[src/rtl/fifo_arb_pkg.sv]
// Shared types and width helpers for the FIFO write arbiter and its
// round-robin picker.
package fifo_arb_pkg;

  typedef enum logic {
    IDLE  = 1'b0,
    GRANT = 1'b1
  } arb_state_t;

  // ceil(log2(value)), never less than 1 so single-bit fields stay legal
  function automatic int clog2_min1(input int value);
    int w;
    w = 1;
    while ((64'd1 << w) < 64'(value)) begin
      w = w + 1;
    end
    return w;
  endfunction

endpackage

[src/rtl/fifo_wr_arbiter_rr_pick.sv]
// Combinational round-robin search: first set request at or above ptr,
// wrapping at N. Shared with the read-side arbiter.
module rr_pick #(
  parameter int N  = 4,
  parameter int IW = 2
) (
  input  logic [N-1:0]  req,
  input  logic [IW-1:0] ptr,
  output logic          found,
  output logic [IW-1:0] index
);

  logic [IW:0] cand;

  always_comb begin
    found = 1'b0;
    index = '0;
    cand  = '0;
    for (int k = 0; k < N; k++) begin
      cand = {1'b0, ptr} + (IW+1)'(k);
      if (cand >= (IW+1)'(N)) begin
        cand = cand - (IW+1)'(N);
      end
      if (!found && req[cand[IW-1:0]]) begin
        found = 1'b1;
        index = cand[IW-1:0];
      end
    end
  end

endmodule

[src/rtl/fifo_wr_arbiter.sv]
// Round-robin arbiter sharing one FIFO write port among NUM_REQ producers;
// each accepted beat is written as {grant_id, payload}.
//
// state | meaning
// IDLE  | no owner; picks next requester from rr_ptr (one bubble per grant)
// GRANT | grant_id owns the write port until last, cap, or a valid gap
module fifo_wr_arbiter
  import fifo_arb_pkg::*;
#(
  parameter int NUM_REQ    = 4,
  parameter int DATA_WIDTH = 8,
  parameter int MAX_BURST  = 4,
  localparam int ID_WIDTH  = clog2_min1(NUM_REQ)
) (
  input  logic                           clk,
  input  logic                           rst,
  input  logic [NUM_REQ-1:0]             req_valid,
  input  logic [NUM_REQ-1:0]             req_last,
  input  logic [NUM_REQ*DATA_WIDTH-1:0]  req_data,
  output logic [NUM_REQ-1:0]             req_ready,
  input  logic                           fifo_full,
  output logic                           fifo_wr_en,
  output logic [ID_WIDTH+DATA_WIDTH-1:0] fifo_din,
  output logic [ID_WIDTH-1:0]            grant_id,
  output logic                           busy
);

  localparam int CNT_WIDTH = clog2_min1(MAX_BURST + 1);

  arb_state_t           state, state_nxt;
  logic [ID_WIDTH-1:0]  grant_nxt;
  logic [ID_WIDTH-1:0]  rr_ptr, rr_ptr_nxt;
  logic [CNT_WIDTH-1:0] beat_cnt, beat_cnt_nxt;

  logic                  pick_found;
  logic [ID_WIDTH-1:0]   pick_idx;
  logic                  valid_g;
  logic                  last_g;
  logic [DATA_WIDTH-1:0] data_g;
  logic                  xfer;
  logic                  burst_done;
  logic [ID_WIDTH-1:0]   ptr_after;

  rr_pick #(
    .N  (NUM_REQ),
    .IW (ID_WIDTH)
  ) u_rr_pick (
    .req   (req_valid),
    .ptr   (rr_ptr),
    .found (pick_found),
    .index (pick_idx)
  );

  always_ff @(posedge clk or posedge rst) begin
    if (rst) begin
      state    <= IDLE;
      grant_id <= '0;
      rr_ptr   <= '0;
      beat_cnt <= '0;
    end else begin
      state    <= state_nxt;
      grant_id <= grant_nxt;
      rr_ptr   <= rr_ptr_nxt;
      beat_cnt <= beat_cnt_nxt;
    end
  end

  assign busy    = (state == GRANT);
  assign valid_g = req_valid[grant_id];
  assign last_g  = req_last[grant_id];
  assign data_g  = req_data[int'(grant_id)*DATA_WIDTH +: DATA_WIDTH];
  assign xfer    = busy & ~fifo_full & valid_g;

  assign burst_done = last_g | (beat_cnt == CNT_WIDTH'(MAX_BURST - 1));
  assign ptr_after  = (grant_id == ID_WIDTH'(NUM_REQ - 1)) ? '0 : grant_id + 1'b1;

  always_comb begin
    req_ready = '0;
    if (busy && !fifo_full) begin
      req_ready[grant_id] = 1'b1;
    end
  end

  // Payload passes straight through; din is zeroed when not writing
  assign fifo_wr_en = xfer;
  assign fifo_din   = xfer ? {grant_id, data_g} : '0;

  always_comb begin
    state_nxt    = state;
    grant_nxt    = grant_id;
    rr_ptr_nxt   = rr_ptr;
    beat_cnt_nxt = beat_cnt;
    case (state)
      IDLE: begin
        if (pick_found) begin
          state_nxt    = GRANT;
          grant_nxt    = pick_idx;
          beat_cnt_nxt = '0;
        end
      end
      GRANT: begin
        if (!valid_g) begin
          // a valid gap always gives the port up, even while the FIFO is full
          state_nxt    = IDLE;
          rr_ptr_nxt   = ptr_after;
          beat_cnt_nxt = '0;
        end else if (xfer) begin
          if (burst_done) begin
            state_nxt    = IDLE;
            rr_ptr_nxt   = ptr_after;
            beat_cnt_nxt = '0;
          end else begin
            beat_cnt_nxt = beat_cnt + 1'b1;
          end
        end
      end
      default: begin
        state_nxt = IDLE;
      end
    endcase
  end

endmodule

[config.mk]
export PLATFORM = sky130hd
export DESIGN_NAME = fifo_wr_arbiter
export DESIGN_NICKNAME = d
export VERILOG_FILES = /design/src/rtl/fifo_arb_pkg.sv /design/src/rtl/fifo_wr_arbiter_rr_pick.sv /design/src/rtl/fifo_wr_arbiter.sv
export SDC_FILE = /design/constraint.sdc
export NUM_CORES = 1
export LEC_CHECK = 0
export ABC_AREA = 1
export ABC_CLOCK_PERIOD_IN_PS = 2700
export CAP_MARGIN = 25
export CORE_AREA = 4 4 73 48
export DETAILED_ROUTE_END_ITERATION = 12
export DIE_AREA = 0 0 77 52
export PLACE_DENSITY = 0.87
export SYNTH_ARGS = -nofsm -noshare
export SYNTH_HDL_FRONTEND = slang
export SYNTH_SLANG_ARGS = --single-unit
[constraint.sdc]
create_clock -name clk -period 2.7 [get_ports clk]
set_clock_uncertainty 0.2 [all_clocks]
set_input_delay 0.54 -clock clk [delete_from_list [all_inputs] [get_ports clk]]
set_output_delay 0.54 -clock clk [all_outputs]
set_load 0.03 [all_outputs]
==> results of run 1 <==
## stage by stage
step	hold WS (ns)	instance area (um2)	setup TNS [ns]	worst slack (ns)	cells
6_report	0.327	1910	0	0.151	303
5_1_grt	0.368	1910	0	0.0251	303
4_1_cts	0.326	1890	0	0.0141	303
3_5_place_dp	0.314	1850	0	0.0528	300
3_3_place_gp	0.299	1850	0	0.0643	300
2_1_floorplan	0.156	1220	-0.110	-0.0550	206
## metal layers
layer	global-route usage, %	up-vias	routed length (um)
met1	29.8	662	2020
li1	-	776	-
met5	0	-	0
met4	5.33	0	58
met2	34.1	46	1750
met3	3.29	8	197
## worst paths after layout
path | from | endpoint | cells after the start
max in group asynchronous | rst | grant_id[0] | 2
worst min register to register | beat_cnt[1] | beat_cnt[1] | 2
worst max register to register | rr_ptr[0] | beat_cnt[2] | 9
worst max-delay path | req_valid[1] | fifo_din[3] | 8
min in group asynchronous | rst | beat_cnt[0] | 2
worst min-delay path | beat_cnt[1] | beat_cnt[1] | 2
## synthesized netlist by cell type
library cell / n / share of area, %
a21boi_0: 1 / 0.63
a21oi_1: 11 / 4.6
buf_2: 2 / 0.84
buf_6: 1 / 0.95
clkbuf_1: 4 / 1.3
dfrtp_1: 8 / 17
ha_1: 6 / 6.3
inv_1: 14 / 4.4
inv_2: 9 / 2.8
nand2_1: 55 / 17
nand2_2: 4 / 2.1
nand2_4: 7 / 6.6
nand3_1: 10 / 4.2
nand3_2: 2 / 1.7
nand3_4: 1 / 1.5
nand4_1: 1 / 0.53
nor2_1: 44 / 14
nor2_8: 1 / 1.7
nor4_1: 1 / 0.53
o211ai_1: 1 / 0.63
o21a_1: 1 / 0.63
o21ai_0: 17 / 7.2
o21ai_1: 3 / 1.3
o21ai_2: 1 / 0.74
or2_1: 1 / 0.53
## tightest hold or removal path: cells and delay by family, from the launching register on
family	cells	cell delay, ns
and+or+nand+nor	2	0.14
DFF	1	0.35
## where the power goes
group	leakage (uW)	switching [uW]	internal, uW	total [uW]
Combinational	0.000875	1030	595	1630
Clock	0.0000216	49.8	96.8	147
Sequential	0.0000989	94.0	171	265
Total	0.000995	1180	863	2040
## flip-flops by register name, summed over array words and instances (netlist names)
name	cells
busy	1
rr_ptr	2
beat_cnt	3
grant_id	2
## layout make-up
cell class,instances,share of cell area [%]
clock buffers,3,2.16
inverters,23,4.65
multi-input cells,168,47.2
flip-flops and latches,8,10.5
well taps,34,2.23
repair buffers,67,33.3
## kinds of logic (layout without fill, tap and decap cells)
group / count (synthesis) / in the layout / share of synthesized area [%]
compound gates: 35 / 35 / 15.7
fa+ha+maj: 6 / 6 / 6.33
buf+inv: 30 / 93 / 10.3
flops: 8 / 8 / 16.9
simple gates: 127 / 127 / 50.7
## what timing repair did
action,in CTS,in global routing
setup endpoints to repair,0,14
hold endpoints to repair,0,0
gates resized for setup,0,7
==> flow_summary.json, run 1 <==
{
  "status": "finished clean",
  "cts_tree": "built",
  "multiInputGateArea_um2": 901,
  "port_buffers": 60,
  "dieArea_um2": 4000,
  "layout_common_cells": "55 x nand2_1, 45 x clkdlybuf4s50_1, 43 x nor2_1, 18 x buf_4, 17 x o21ai_0",
  "firstDrtPassIters": 4,
  "finalPower_uw": 2040,
  "design.core.area_um2": 2800,
  "start_util_pct": 42.4,
  "slowest_delay_ns": 0.51,
  "syn_inst": 206,
  "clk_pin_slew_ns": 0.04,
  "cellPowerDensity_nw_per_um2": 1070,
  "drtIter0Drc": 87,
  "cts_hold_buf": 0,
  "r2r_slack_ns": 0.73,
  "cts.sinks": 8,
  "ys_seq_area_share_pct": 16.9,
  "grt_usage_pct": 21.2,
  "ant_nets": 0,
  "cts_buffer_depth": 2,
  "fin_crit_sh_pct": 94.4,
  "root_buffer": "clkbuf_8",
  "antenna_found_initial": 0,
  "die_w_um": 77,
  "rsz0062_at_grt": "no",
  "num_vias": 1492,
  "crit_required_ns": 1.96,
  "cts_htree_levels": 1,
  "cp_max_fo": 10,
  "gp_congestion": 0.867,
  "insertion_delay_ns": 0.23,
  "start_kind": "primary input",
  "period_minus_slack_ns": 2.55,
  "grt_pass1_wl_mm": 6.63,
  "synth_area_um2": 1190,
  "ir_worst_vdd_mv": 0.543,
  "place_hpwl_mm": 3.30,
  "drv_cap": 0,
  "slew_headroom_pct": 71.4,
  "synth.distinct_cells": 25,
  "path_cells": "clkdlybuf4s50_1 > nand2_1 > nand3_1 > nand2_2 > nor2_4 > inv_4 > a21oi_2 > buf_4",
  "wl_per_cell_um": 13.3,
  "fillers": 253,
  "critPathKind": "primary input to output port",
  "fp.dieH_um": 52,
  "vias_per_cell": 4.92,
  "end_kind": "output port",
  "setup_violations": 0,
  "post_cts_buffers": 0,
  "hold_class": "flip-flop to flip-flop",
  "wirelength_mm": 4.03,
  "area_growth_pct": 61.1,
  "synth_nets": 255,
  "cp_slowest_cell": "clkdlybuf4s50_1",
  "cts_made_buffers": 3,
  "worst_pin_slew_ns": 0.430,
  "io_pins": 61,
  "diodes": 0,
  "synth_area_per_cell_um2": 5.76,
  "yosysWarnings": 0,
  "std_cell_rows": 15,
  "drcViolationCount": 0,
  "critPathBufInv": 3,
  "first_global_vias": 1313,
  "finalNetCount": 320,
  "final_common_cell": "nand2_1",
  "final_core_util_pct": 68.3,
  "clock.fmax_ghz": 0.392,
  "hold_viol_final": 0,
  "critical_path.top_delay_family": "buffers and inverters",
  "synth-seq-cells": 8,
  "grt-ovfl-total": 0,
  "drive_above_1_share_pct": 20.8,
  "maxSlewViolCount": 0,
  "grt_max_degree": 18,
  "leakagePower_uw": 0.000995,
  "regArea_um2": 201,
  "critPathArrivalTime_ns": 1.81
}
(Power assumes the default switching activity.)
==> run 2: changes to the inputs <==
--- a/config.mk
+++ b/config.mk
@@ -8,9 +8,9 @@
 export ABC_AREA = 1
 export ABC_CLOCK_PERIOD_IN_PS = 2700
 export CAP_MARGIN = 25
-export CORE_AREA = 4 4 73 48
+export CORE_AREA = 2 2 66 49
 export DETAILED_ROUTE_END_ITERATION = 12
-export DIE_AREA = 0 0 77 52
+export DIE_AREA = 0 0 68 51
 export PLACE_DENSITY = 0.87
 export SYNTH_ARGS = -nofsm -noshare
 export SYNTH_HDL_FRONTEND = slang
==> flow_summary.json, run 2 (synthesis results as in run 1) <==
{
  "status": "finished clean",
  "drtIter0Drc": 68,
  "start_util_pct": 40.4,
  "maxSlewViolCount": 0,
  "critPathKind": "primary input to output port",
  "critPathArrivalTime_ns": 1.89,
  "antenna_found_initial": 0,
  "dieArea_um2": 3470,
  "fin_crit_sh_pct": 97.4,
  "ant_nets": 0,
  "wirelength_mm": 3.65,
  "final_common_cell": "nand2_1",
  "cts_made_buffers": 3,
  "power.switching_uw": 1150,
  "top_regs": "beat_cnt x3, grant_id x2, rr_ptr x2",
  "ir_worst_vdd_mv": 0.685,
  "leakagePower_uw": 0.000931,
  "cp_slowest_cell": "clkdlybuf4s50_1",
  "largest_reg_flops": 3,
  "io_pins": 61,
  "place_area_um2": 1840,
  "area_growth_pct": 59.4,
  "power_frac_seq_pct": 12.6,
  "finalPower_uw": 1990,
  "worst_pin_slew_ns": 0.476,
  "cts_buffer_depth": 2,
  "diodes": 0,
  "wl_per_cell_um": 11.9,
  "critPathBufInv": 3,
  "grt_max_degree": 25,
  "end_kind": "output port",
  "firstDrtPassIters": 4,
  "root_buffer": "clkbuf_8",
  "post_cts_buffers": 0,
  "combPwrFrac_pct": 80.1,
  "critical_path.top_delay_family": "buffers and inverters",
  "rsz0062_at_grt": "no",
  "grt-ovfl-total": 0,
  "gp_congestion": 0.900,
  "insertion_delay_ns": 0.23,
  "hold_viol_final": 0,
  "cp_max_fo": 3,
  "cts_hold_buf": 0,
  "setup_violations": 0,
  "first_global_vias": 1236,
  "slowest_delay_ns": 0.67,
  "hold_class": "flip-flop to flip-flop",
  "grt_usage_pct": 21.5,
  "layout_common_cells": "55 x nand2_1, 46 x clkdlybuf4s50_1, 43 x nor2_1, 19 x buf_4, 17 x o21ai_0",
  "drcViolationCount": 0,
  "drv_cap": 0,
  "cts.sinks": 8,
  "cellPowerDensity_nw_per_um2": 1060,
  "clkPwrFrac_pct": 7.3,
  "std_cell_rows": 17,
  "place_hpwl_mm": 2.90,
  "num_vias": 1465,
  "slew_headroom_pct": 68.3,
  "finalNetCount": 319,
  "clk_pin_slew_ns": 0.04,
  "clock.fmax_ghz": 0.380,
  "drive_above_1_share_pct": 20.9,
  "final_area_um2": 1890,
  "p_int_uw": 842,
  "port_buffers": 60,
  "design.core.area_um2": 2940,
  "die_w_um": 68,
  "fp.dieH_um": 51,
  "vias_per_cell": 4.79,
  "crit_required_ns": 1.96,
  "cts_htree_levels": 1,
  "grt_pass1_wl_mm": 5.71,
  "period_minus_slack_ns": 2.63,
  "start_kind": "primary input",
  "cts_tree": "built",
  "path_cells": "clkdlybuf4s50_1 > nor2_1 > inv_2 > nor2_1 > clkdlybuf4s50_1",
  "final_core_util_pct": 64.4,
  "top_register": "beat_cnt",
  "swShare_pct": 57.8
}
run 2: changes by cell type in the layout (fill, tap and decap cells not counted):
cell	delta
dfrtp_2	-1
dfrtp_1	+1
buf_4	+1
dlygate4sd2_1	+1
clkdlybuf4s50_1	+1
dlymetal6s2s_1	-4
run 2: worst paths after layout:
kind                                   from           end  slack, ns  cells after the start
worst min register to register  beat_cnt[2]   beat_cnt[2]       0.31                      2
worst min-delay path            beat_cnt[2]   beat_cnt[2]       0.31                      2
max in group asynchronous               rst     rr_ptr[0]       1.72                      2
worst max register to register    rr_ptr[0]   beat_cnt[1]       0.72                      9
min in group asynchronous               rst   beat_cnt[1]       0.35                      2
worst max-delay path              fifo_full  req_ready[0]       0.07                      5
run 2: cell type report:
type	instances	area, um2
Sequential cell	8	200
Tap cell	38	47.5
Timing Repair Buffer	66	612
Inverter	23	88.8
Fill cell	271	1040
Clock buffer	3	41.3
Multi-Input combinational cell	168	901
run 2: power groups by stage:
stage	combinational (uW)	clock (uW)	sequential, uW
after floorplan	1150	0	269
after global placement	1550	0	250
after detailed placement	1580	0	252
after CTS	1600	147	251
after global routing	1760	154	261
final	1600	146	251
run 2: what timing repair did:
action / CTS / global route
setup endpoints to repair: 1 / 10
pin swaps: 0 / 0
resized for setup: 1 / 2
run 2: metrics by stage:
stage | cells | TNS [ns] | worst slack [ns] | hold WS, ns
floorplan | 206 | -0.110 | -0.0550 | 0.156
global placement | 303 | 0 | 0.0623 | 0.291
detailed placement | 303 | -0.000363 | -0.000363 | 0.306
CTS | 306 | 0 | 0.0551 | 0.315
global route | 306 | 0 | 0.0141 | 0.324
finish | 306 | 0 | 0.0712 | 0.308
run 2: worst min-delay path, stage by stage (launching register included):
cell and delay, ns:
dfrtp_1 0.34, nand3_1 0.07, nand2_1 0.06
run 2: routing by layer:
metal | wire length (um) | up-vias | track usage, %
met5 | 0 | - | 0
met3 | 269 | 0 | 4.85
li1 | - | 775 | -
met2 | 1620 | 44 | 35.4
met4 | 0 | 0 | 0
met1 | 1760 | 646 | 30.3
==> run 3: changes to the inputs <==
--- a/config.mk
+++ b/config.mk
@@ -9,6 +9,7 @@
 export ABC_CLOCK_PERIOD_IN_PS = 2700
 export CAP_MARGIN = 25
 export CORE_AREA = 2 2 66 49
+export CTS_CLUSTER_DIAMETER = 150
 export DETAILED_ROUTE_END_ITERATION = 12
 export DIE_AREA = 0 0 68 51
 export PLACE_DENSITY = 0.87
==> results of run 3 <==
The final DEF is identical to that of run 2; final timing and power are the same.
